==> src/rtl/decode_pkg.sv <==
// Shared types and instruction field positions for the decode stage.
package decode_pkg;

    typedef enum logic [1:0] {
        StRun     = 2'd0,
        StRestart = 2'd1,
        StHold    = 2'd2
    } state_e;

    typedef logic [2:0] opcode_t;

    localparam int unsigned FieldWidth = 3;
    localparam int unsigned OpcodeLsb  = 9;
    localparam int unsigned RaLsb      = 6;
    localparam int unsigned RbLsb      = 3;
    localparam int unsigned ImmWidth   = 6;
    localparam int unsigned ImmSignBit = 5;

endpackage

==> src/rtl/decode_fields.sv <==
// Combinational field extraction and immediate sign extension from the issue register.
module decode_fields
    import decode_pkg::*;
#(
    parameter int unsigned I_WIDTH = 12,
    parameter int unsigned A_WIDTH = 8
) (
    input  logic [I_WIDTH-1:0] i_instr,
    output opcode_t            o_opcode,
    output logic [2:0]         o_ra,
    output logic [2:0]         o_rb,
    output logic [A_WIDTH-1:0] o_imm
);

    assign o_opcode = i_instr[OpcodeLsb +: FieldWidth];
    assign o_ra     = i_instr[RaLsb +: FieldWidth];
    assign o_rb     = i_instr[RbLsb +: FieldWidth];
    assign o_imm    = {{(A_WIDTH - ImmWidth){i_instr[ImmSignBit]}}, i_instr[ImmWidth-1:0]};

endmodule

==> src/rtl/decode_stage.sv <==
// Decode/issue stage: FSM with restart/hold after redirect, one-entry issue register.
// Optional DECODE_STATS_EN adds saturating issued/bubble counters.
module decode_stage
    import decode_pkg::*;
#(
    parameter int unsigned I_WIDTH     = 12,
    parameter int unsigned A_WIDTH     = 8,
    parameter int unsigned HOLD_CYCLES = 2
) (
    input  logic               clk,
    input  logic               reset_i,
    input  logic [I_WIDTH-1:0] instruction_data_i,
    input  logic [A_WIDTH-1:0] instruction_addr_i,
    input  logic               instruction_ready_i,
    output logic               deque_o,
    output logic               restart_o,
    output logic [A_WIDTH-1:0] restart_addr_o,
    input  logic               stall_i,
    input  logic               redirect_i,
    input  logic [A_WIDTH-1:0] redirect_addr_i,
    output logic               valid_o,
    output logic [2:0]         opcode_o,
    output logic [2:0]         ra_o,
    output logic [2:0]         rb_o,
    output logic [A_WIDTH-1:0] imm_o,
    output logic [A_WIDTH-1:0] pc_o
`ifdef DECODE_STATS_EN
    ,
    output logic [15:0]        issued_cnt_o,
    output logic [15:0]        bubble_cnt_o
`endif
);

    localparam logic [2:0] HoldInit = 3'(HOLD_CYCLES);

    state_e             r_state, w_state_next;
    logic [2:0]         r_hold_cnt, w_hold_cnt_next;
    logic [A_WIDTH-1:0] r_restart_addr, w_restart_addr_next;
    logic               r_valid, w_valid_next;
    logic [I_WIDTH-1:0] r_instr, w_instr_next;
    logic [A_WIDTH-1:0] r_pc, w_pc_next;
    logic               w_deque;
    opcode_t            w_opcode;

    assign w_deque = instruction_ready_i && (r_state == StRun) && !redirect_i &&
                     (!r_valid || !stall_i);

    always_comb begin
        w_state_next        = r_state;
        w_hold_cnt_next     = r_hold_cnt;
        w_restart_addr_next = r_restart_addr;
        w_valid_next        = r_valid;
        w_instr_next        = r_instr;
        w_pc_next           = r_pc;
        if (redirect_i) begin
            // Redirect beats stall and deque; latest target wins.
            w_state_next        = StRestart;
            w_restart_addr_next = redirect_addr_i;
            w_valid_next        = 1'b0;
        end else begin
            case (r_state)
                StRestart: begin
                    w_state_next    = StHold;
                    w_hold_cnt_next = HoldInit;
                end
                StHold: begin
                    if (r_hold_cnt <= 3'd1) begin
                        w_state_next = StRun;
                    end else begin
                        w_hold_cnt_next = r_hold_cnt - 3'd1;
                    end
                end
                default: ;
            endcase
            if (w_deque) begin
                w_valid_next = 1'b1;
                w_instr_next = instruction_data_i;
                w_pc_next    = instruction_addr_i;
            end else if (r_valid && !stall_i) begin
                w_valid_next = 1'b0;
            end
        end
    end

    always_ff @(posedge clk) begin
        if (reset_i) begin
            r_state        <= StRestart;
            r_hold_cnt     <= 3'd0;
            r_restart_addr <= '0;
            r_valid        <= 1'b0;
            r_instr        <= '0;
            r_pc           <= '0;
        end else begin
            r_state        <= w_state_next;
            r_hold_cnt     <= w_hold_cnt_next;
            r_restart_addr <= w_restart_addr_next;
            r_valid        <= w_valid_next;
            r_instr        <= w_instr_next;
            r_pc           <= w_pc_next;
        end
    end

    decode_fields #(
        .I_WIDTH (I_WIDTH),
        .A_WIDTH (A_WIDTH)
    ) u_fields (
        .i_instr  (r_instr),
        .o_opcode (w_opcode),
        .o_ra     (ra_o),
        .o_rb     (rb_o),
        .o_imm    (imm_o)
    );

    assign deque_o        = w_deque;
    assign restart_o      = (r_state == StRestart);
    assign restart_addr_o = r_restart_addr;
    assign valid_o        = r_valid;
    assign opcode_o       = w_opcode;
    assign pc_o           = r_pc;

`ifdef DECODE_STATS_EN
    logic [15:0] r_issued_cnt, r_bubble_cnt;

    always_ff @(posedge clk) begin
        if (reset_i) begin
            r_issued_cnt <= 16'd0;
            r_bubble_cnt <= 16'd0;
        end else begin
            if (w_deque && (r_issued_cnt != 16'hFFFF)) begin
                r_issued_cnt <= r_issued_cnt + 16'd1;
            end
            if (!r_valid && (r_bubble_cnt != 16'hFFFF)) begin
                r_bubble_cnt <= r_bubble_cnt + 16'd1;
            end
        end
    end

    assign issued_cnt_o = r_issued_cnt;
    assign bubble_cnt_o = r_bubble_cnt;
`endif

endmodule

==> config.mk <==
export PLATFORM = sky130hd
export DESIGN_NAME = decode_stage
export DESIGN_NICKNAME = d
export VERILOG_FILES = /design/src/rtl/decode_pkg.sv /design/src/rtl/decode_fields.sv /design/src/rtl/decode_stage.sv
export SDC_FILE = /design/constraint.sdc
export NUM_CORES = 1
export LEC_CHECK = 0
export ABC_AREA = 1
export BUFFER_PORTS_ARGS = -buffer_cell sky130_fd_sc_hd__buf_2
export CAP_MARGIN = 40
export CORE_UTILIZATION = 45
export DETAILED_ROUTE_END_ITERATION = 6
export PLACE_DENSITY_LB_ADDON = 0.08
export SLEW_MARGIN = 10
export SYNTH_ARGS = -nofsm -noshare
export SYNTH_HDL_FRONTEND = slang
export SYNTH_SLANG_ARGS = --single-unit
==> constraint.sdc <==
create_clock -name clk -period 2.4 [get_ports clk]
set_input_delay 0.36 -clock clk [delete_from_list [all_inputs] [get_ports clk]]
set_output_delay 0.36 -clock clk [all_outputs]
set_load 0.005 [all_outputs]
Word-level counts from Yosys, hierarchy flattened

Index checks and enable logic that the tools add are counted.

Bits in registers: 34
Output and inout bits: 36

Add/sub/neg operators: 1
$lt $le $gt $ge: 1
Equality and inequality tests: 4
Mux-type cells: 6
Bitwise operators: 1
Reduce and logical (&&, ||, !) cells: 15

Operators with widths:

| operator                                                                          | number |
|---|---|
| 3-bit case mux with 2 select lines                                                | 1 |
| 1-bit logical AND                                                                 | 4 |
| 2-bit != test (second input constant)                                             | 2 |
| 2-bit case mux with 2 select lines                                                | 1 |
| 2-bit AND reduction                                                               | 2 |
| 2-bit nonzero test                                                                | 2 |
| 3-bit by 1-bit less-or-equal comparator with 1-bit output (second input constant) | 1 |
| 1-bit logical NOT                                                                 | 3 |
| 3-bit two-way mux                                                                 | 1 |
| 3-bit AND reduction                                                               | 1 |
| 3-bit by 1-bit subtractor with 3-bit output (second input constant)               | 1 |
| 2-bit by 1-bit == test with 1-bit output (second input constant)                  | 1 |
| 2-bit == test (second input constant)                                             | 1 |
| 2-bit logical NOT                                                                 | 1 |
| 1-bit two-way mux                                                                 | 2 |
| 2-bit two-way mux                                                                 | 1 |
| 2-bit OR reduction                                                                | 1 |
| 1-bit logical OR                                                                  | 1 |
| 1-bit inverter                                                                    | 1 |

Logic depth before layout (Yosys ltp)

Depth after elaboration: 5
Depth in mapped cells: 9
Depth with buffers taken out: 8

Cells and area by module

From an unflattened synthesis, not the netlist that was laid out.

Cell total of the unflattened synthesis: 194
Area total of the unflattened synthesis: 1,463.9 µm²

Modules (own cells, without submodules):

| module        | times used | cells an instance | area each (µm²) |
|---|---|---|---|
| decode_stage  | 1          | 177               | 1,336.3 |
| decode_fields | 1          | 17                | 127.6 |

Least setup slack after synthesis

No wires, ideal clock.

Kind: flip-flop to output port
Start point: register r_state[0]
End point: output port deque_o
Arrival time: 0.928 ns
Data required time: 2.040 ns
Path slack: 1.112 ns
Cell stages (with the launch flop): 8
Path buffers: 1
Cells stage by stage: dfxtp_1 > inv_1 > ha_1 > nand2_1 > nor2_1 > nand2_1 > inv_2 > buf_6

Cells in the longest elaborated chain, start to end: 4

Ends and longest elaborated chain:

| element                        | line               | text |
|---|---|---|
| start, declared                | decode_stage.sv:36 | `state_e r_state, w_state_next;` |
| start signal, assigned         | decode_stage.sv:87 | `r_state <= StRestart;` |
| start signal, assigned         | decode_stage.sv:94 | `r_state <= w_state_next;` |
| 2-bit logical NOT              | decode_stage.sv:45 | `assign w_deque = instruction_ready_i && (r_state == StRun) && !redirect_i &&` |
| 1-bit logical AND (3 in a row) | decode_stage.sv:45 |  |
| end, declared                  | decode_stage.sv:15 | `output logic deque_o,` |

No other way between the ends.

Worst setup path after layout

Start point: register r_state[1]
End point: output port deque_o

Same word-level chain as after synthesis.

==> flow_summary.ini <==
[placed_design]
dp_hpwl_mm = 1.96
io_buffers = 68
place_congestion = 0.668
post-place-ws_ns = 0.816

[synth]
synth_async_sr_flop_share_pct = 0
yosysTopAreaCellShare_pct = 49.5
yosysTopAreaCell = dfxtp_1
synth_area_leaders = dfxtp_1 (50%), nor2_1 (17%), o21ai_0 (11%)
syn-instance-count = 182
ys_seq_area_share_pct = 49.5
synth_edf_count = 0
ys_seq_elements = 34
syn-cell-area_sq_um = 1370
synth_area_per_cell_sq_um = 7.55
synth_common_cells = nor2_1 (62), dfxtp_1 (34), o21ai_0 (29)
synth_ff_type = dfxtp_1
synth.most_common_cell = nor2_1
synth_nets = 220
synth_cell_types = 17
yosysWarnings = 0

[sta]
fmax_ghz = 0.517
setup_viol = 0
period_needed_ns = 1.94
timing.final.crit_share_pct = 80.7
tns_ns = 0
skew_ns = 0.00544
finalHoldViolations = 0
drv_slew = 0
rsz0062_at_grt = false
fin_ws_ns = 0.464
slew_headroom_pct = 49.5
tightest_slew_ns = 0.757

[run_status]
violations = DRC
status = finished, violations left

[clock_tree]
insertion_delay_ns = 0.33
htreeDepth = 2
tritoncts = done
cts.sinks = 34
cts_max_path_buffers = 2
ctsResizeCount = 0
ctsHoldBuffers = 0
cts-root-buf = clkbuf_4
post_cts_buffers = 0
cts_buffers = 5
clkSlewWorstSetupHoldPaths_ns = 0.10

[routing]
wl_per_cell_um = 10.0
drtIter0Drc = 54
via_per_inst = 4.54
vias = 1257
routed_wl_mm = 2.77
drcViolationCount = 10
ant_nets = 0
firstDrtPassIters = 7

[min_path]
holdCritPathClass = in2reg

[cells_and_area]
diodes = 0
drive_gt1_share_pct = 31.3
regArea_sq_um = 681
multiInputGateArea_sq_um = 553
fillerInstances = 281
syn_to_final_growth_pct = 26.1
finish.net_count = 283

[floorplan]
initial_core_util_pct = 48.6
die_x_um = 57.3
core_area_sq_um = 2830
fp.dieArea_sq_um = 3280
rows = 19
ios = 69
die_h_um = 57.3

[power_and_ir_drop]
ir_worst_vdd_v = 0.000411
p_int_uw = 794
p_leak_nw = 0.909
p_per_area_nw_per_um2 = 611
seqPwrFrac_pct = 56.9
power_mw = 1.06
p_sw_uw = 265
pwr-share-clk_pct = 30.6
pwr-share-comb_pct = 12.5
swShare_pct = 25.0

[critical_path]
cp_top_family = buffers and inverters
arrival_ns = 1.58
cp-endpoint = deque_o
r2r-start = r_state[0]
start_kind = register
path_cells = inv_1, ha_1, nand2_1, nor2_1, nand2_1, inv_2, buf_2
crit_cells = 7
cp_num_buf_inv = 3
cp_slowest_cell = dfxtp_1
cp_max_fo = 21
end_kind = output port
criticalPathCategory = reg2out
worstRegToRegCells = 7
startpoint = r_state[1]
r2r-end = r_hold_cnt[2]
required_ns = 2.04
crit_top_cell = nand2_1
slowest_delay_ns = 0.33
reg2reg_slack_ns = 1.01

[global_routing]
track_usage_pct = 18.1
grt_pass1_wl_mm = 4.49
grt_max_degree = 32
gr-total-overflow = 0
grt_pass1_vias = 1050
grt_antenna_before_repair = 0

[run]
cap_violations = 0
-- layer usage --
metal	global-route usage (%)	up-vias	share of wire (%)
li1	-	691	-
met1	22.7	517	48
met2	27.6	45	44
met3	7.71	4	7.5
met4	7.32	0	0.90
met5	0	-	0
-- power by group through the flow --
stage	Clock, mW	Combinational [mW]	Sequential [mW]
6_report	0.324	0.132	0.603
5_1_grt	0.354	0.154	0.606
4_1_cts	0.332	0.134	0.603
3_5_place_dp	0	0.134	0.616
3_3_place_gp	0	0.133	0.616
2_1_floorplan	0	0.0754	0.618
-- registers in the layout (all words and copies together) (netlist names) --
name	count
r_instr	12
pc_o	8
restart_addr_o	8
r_hold_cnt	3
r_state	2
valid_o	1
-- metrics by stage --
stage               area [sq um]  hold slack, ns  std cells  util [%]
finish                      1730           0.241        277      61.3
global route                1730           0.231        277      61.3
CTS                         1730           0.230        277      61.3
detailed placement          1670           0.468        269      59.1
global placement            1670           0.455        269      59.1
floorplan                   1370           0.464        182         -
-- worst reg2reg max path, stage by stage (launching register included) --
cell and delay [ns]:
dfxtp_1 0.36, inv_1 0.07, ha_1 0.28, inv_1 0.03, nor2_1 0.27, o211ai_1 0.14, nand2_1 0.08, a21oi_1 0.05
-- placed cells by master (no fill, tap or decap) --
| master | synthesis | final |
|---|---|---|
| a21boi_0 | 1 | 1 |
| a21oi_1 | 3 | 3 |
| buf_2 | 1 | 68 |
| buf_4 | 5 | 1 |
| clkbuf_1 | 2 | 1 |
| clkbuf_4 | 0 | 5 |
| clkbuf_8 | 0 | 1 |
| clkinv_2 | 0 | 1 |
| dfxtp_1 | 34 | 34 |
| ha_1 | 5 | 5 |
| inv_1 | 13 | 13 |
| inv_2 | 1 | 1 |
| nand2_1 | 15 | 15 |
| nand3_1 | 4 | 4 |
| nand4_1 | 1 | 1 |
| nor2_1 | 62 | 62 |
| o211ai_1 | 1 | 1 |
| o21ai_0 | 29 | 29 |
-- kinds of logic (layout without fill, tap and decap cells) --
logic type | Yosys count | count (layout) | synth area share (%)
AOI/OAI and AO/OA | 34 | 34 | 12.8
adders and majority gates | 5 | 5 | 4.55
buffers and inverters | 27 | 91 | 10.2
and+or+nand+nor | 82 | 82 | 23.0
DFF | 34 | 34 | 49.5
-- area by class of cell --
| type | instances | area share [%] |
|---|---|---|
| clock buffer | 7 | 3.18 |
| clock inverter | 1 | 0.289 |
| inverter | 14 | 3.03 |
| multi-input combinational | 121 | 31.9 |
| sequential | 34 | 39.3 |
| tap | 31 | 2.24 |
| timing repair buffer | 69 | 20.1 |
-- worst min path at each step --
stage                            start                 to  slack [ns]  cells past startpoint
floorplan                   r_state[0]         r_state[0]        0.46                      2
CTS                 redirect_addr_i[7]  restart_addr_o[7]        0.23                      3
detailed placement         r_instr[11]        r_instr[11]        0.47                      2
finish              redirect_addr_i[7]  restart_addr_o[7]        0.24                      3
global route        redirect_addr_i[4]  restart_addr_o[4]        0.23                      3
global placement               pc_o[5]            pc_o[5]        0.46                      2
Note: power is estimated with default switching activity, not from simulation.
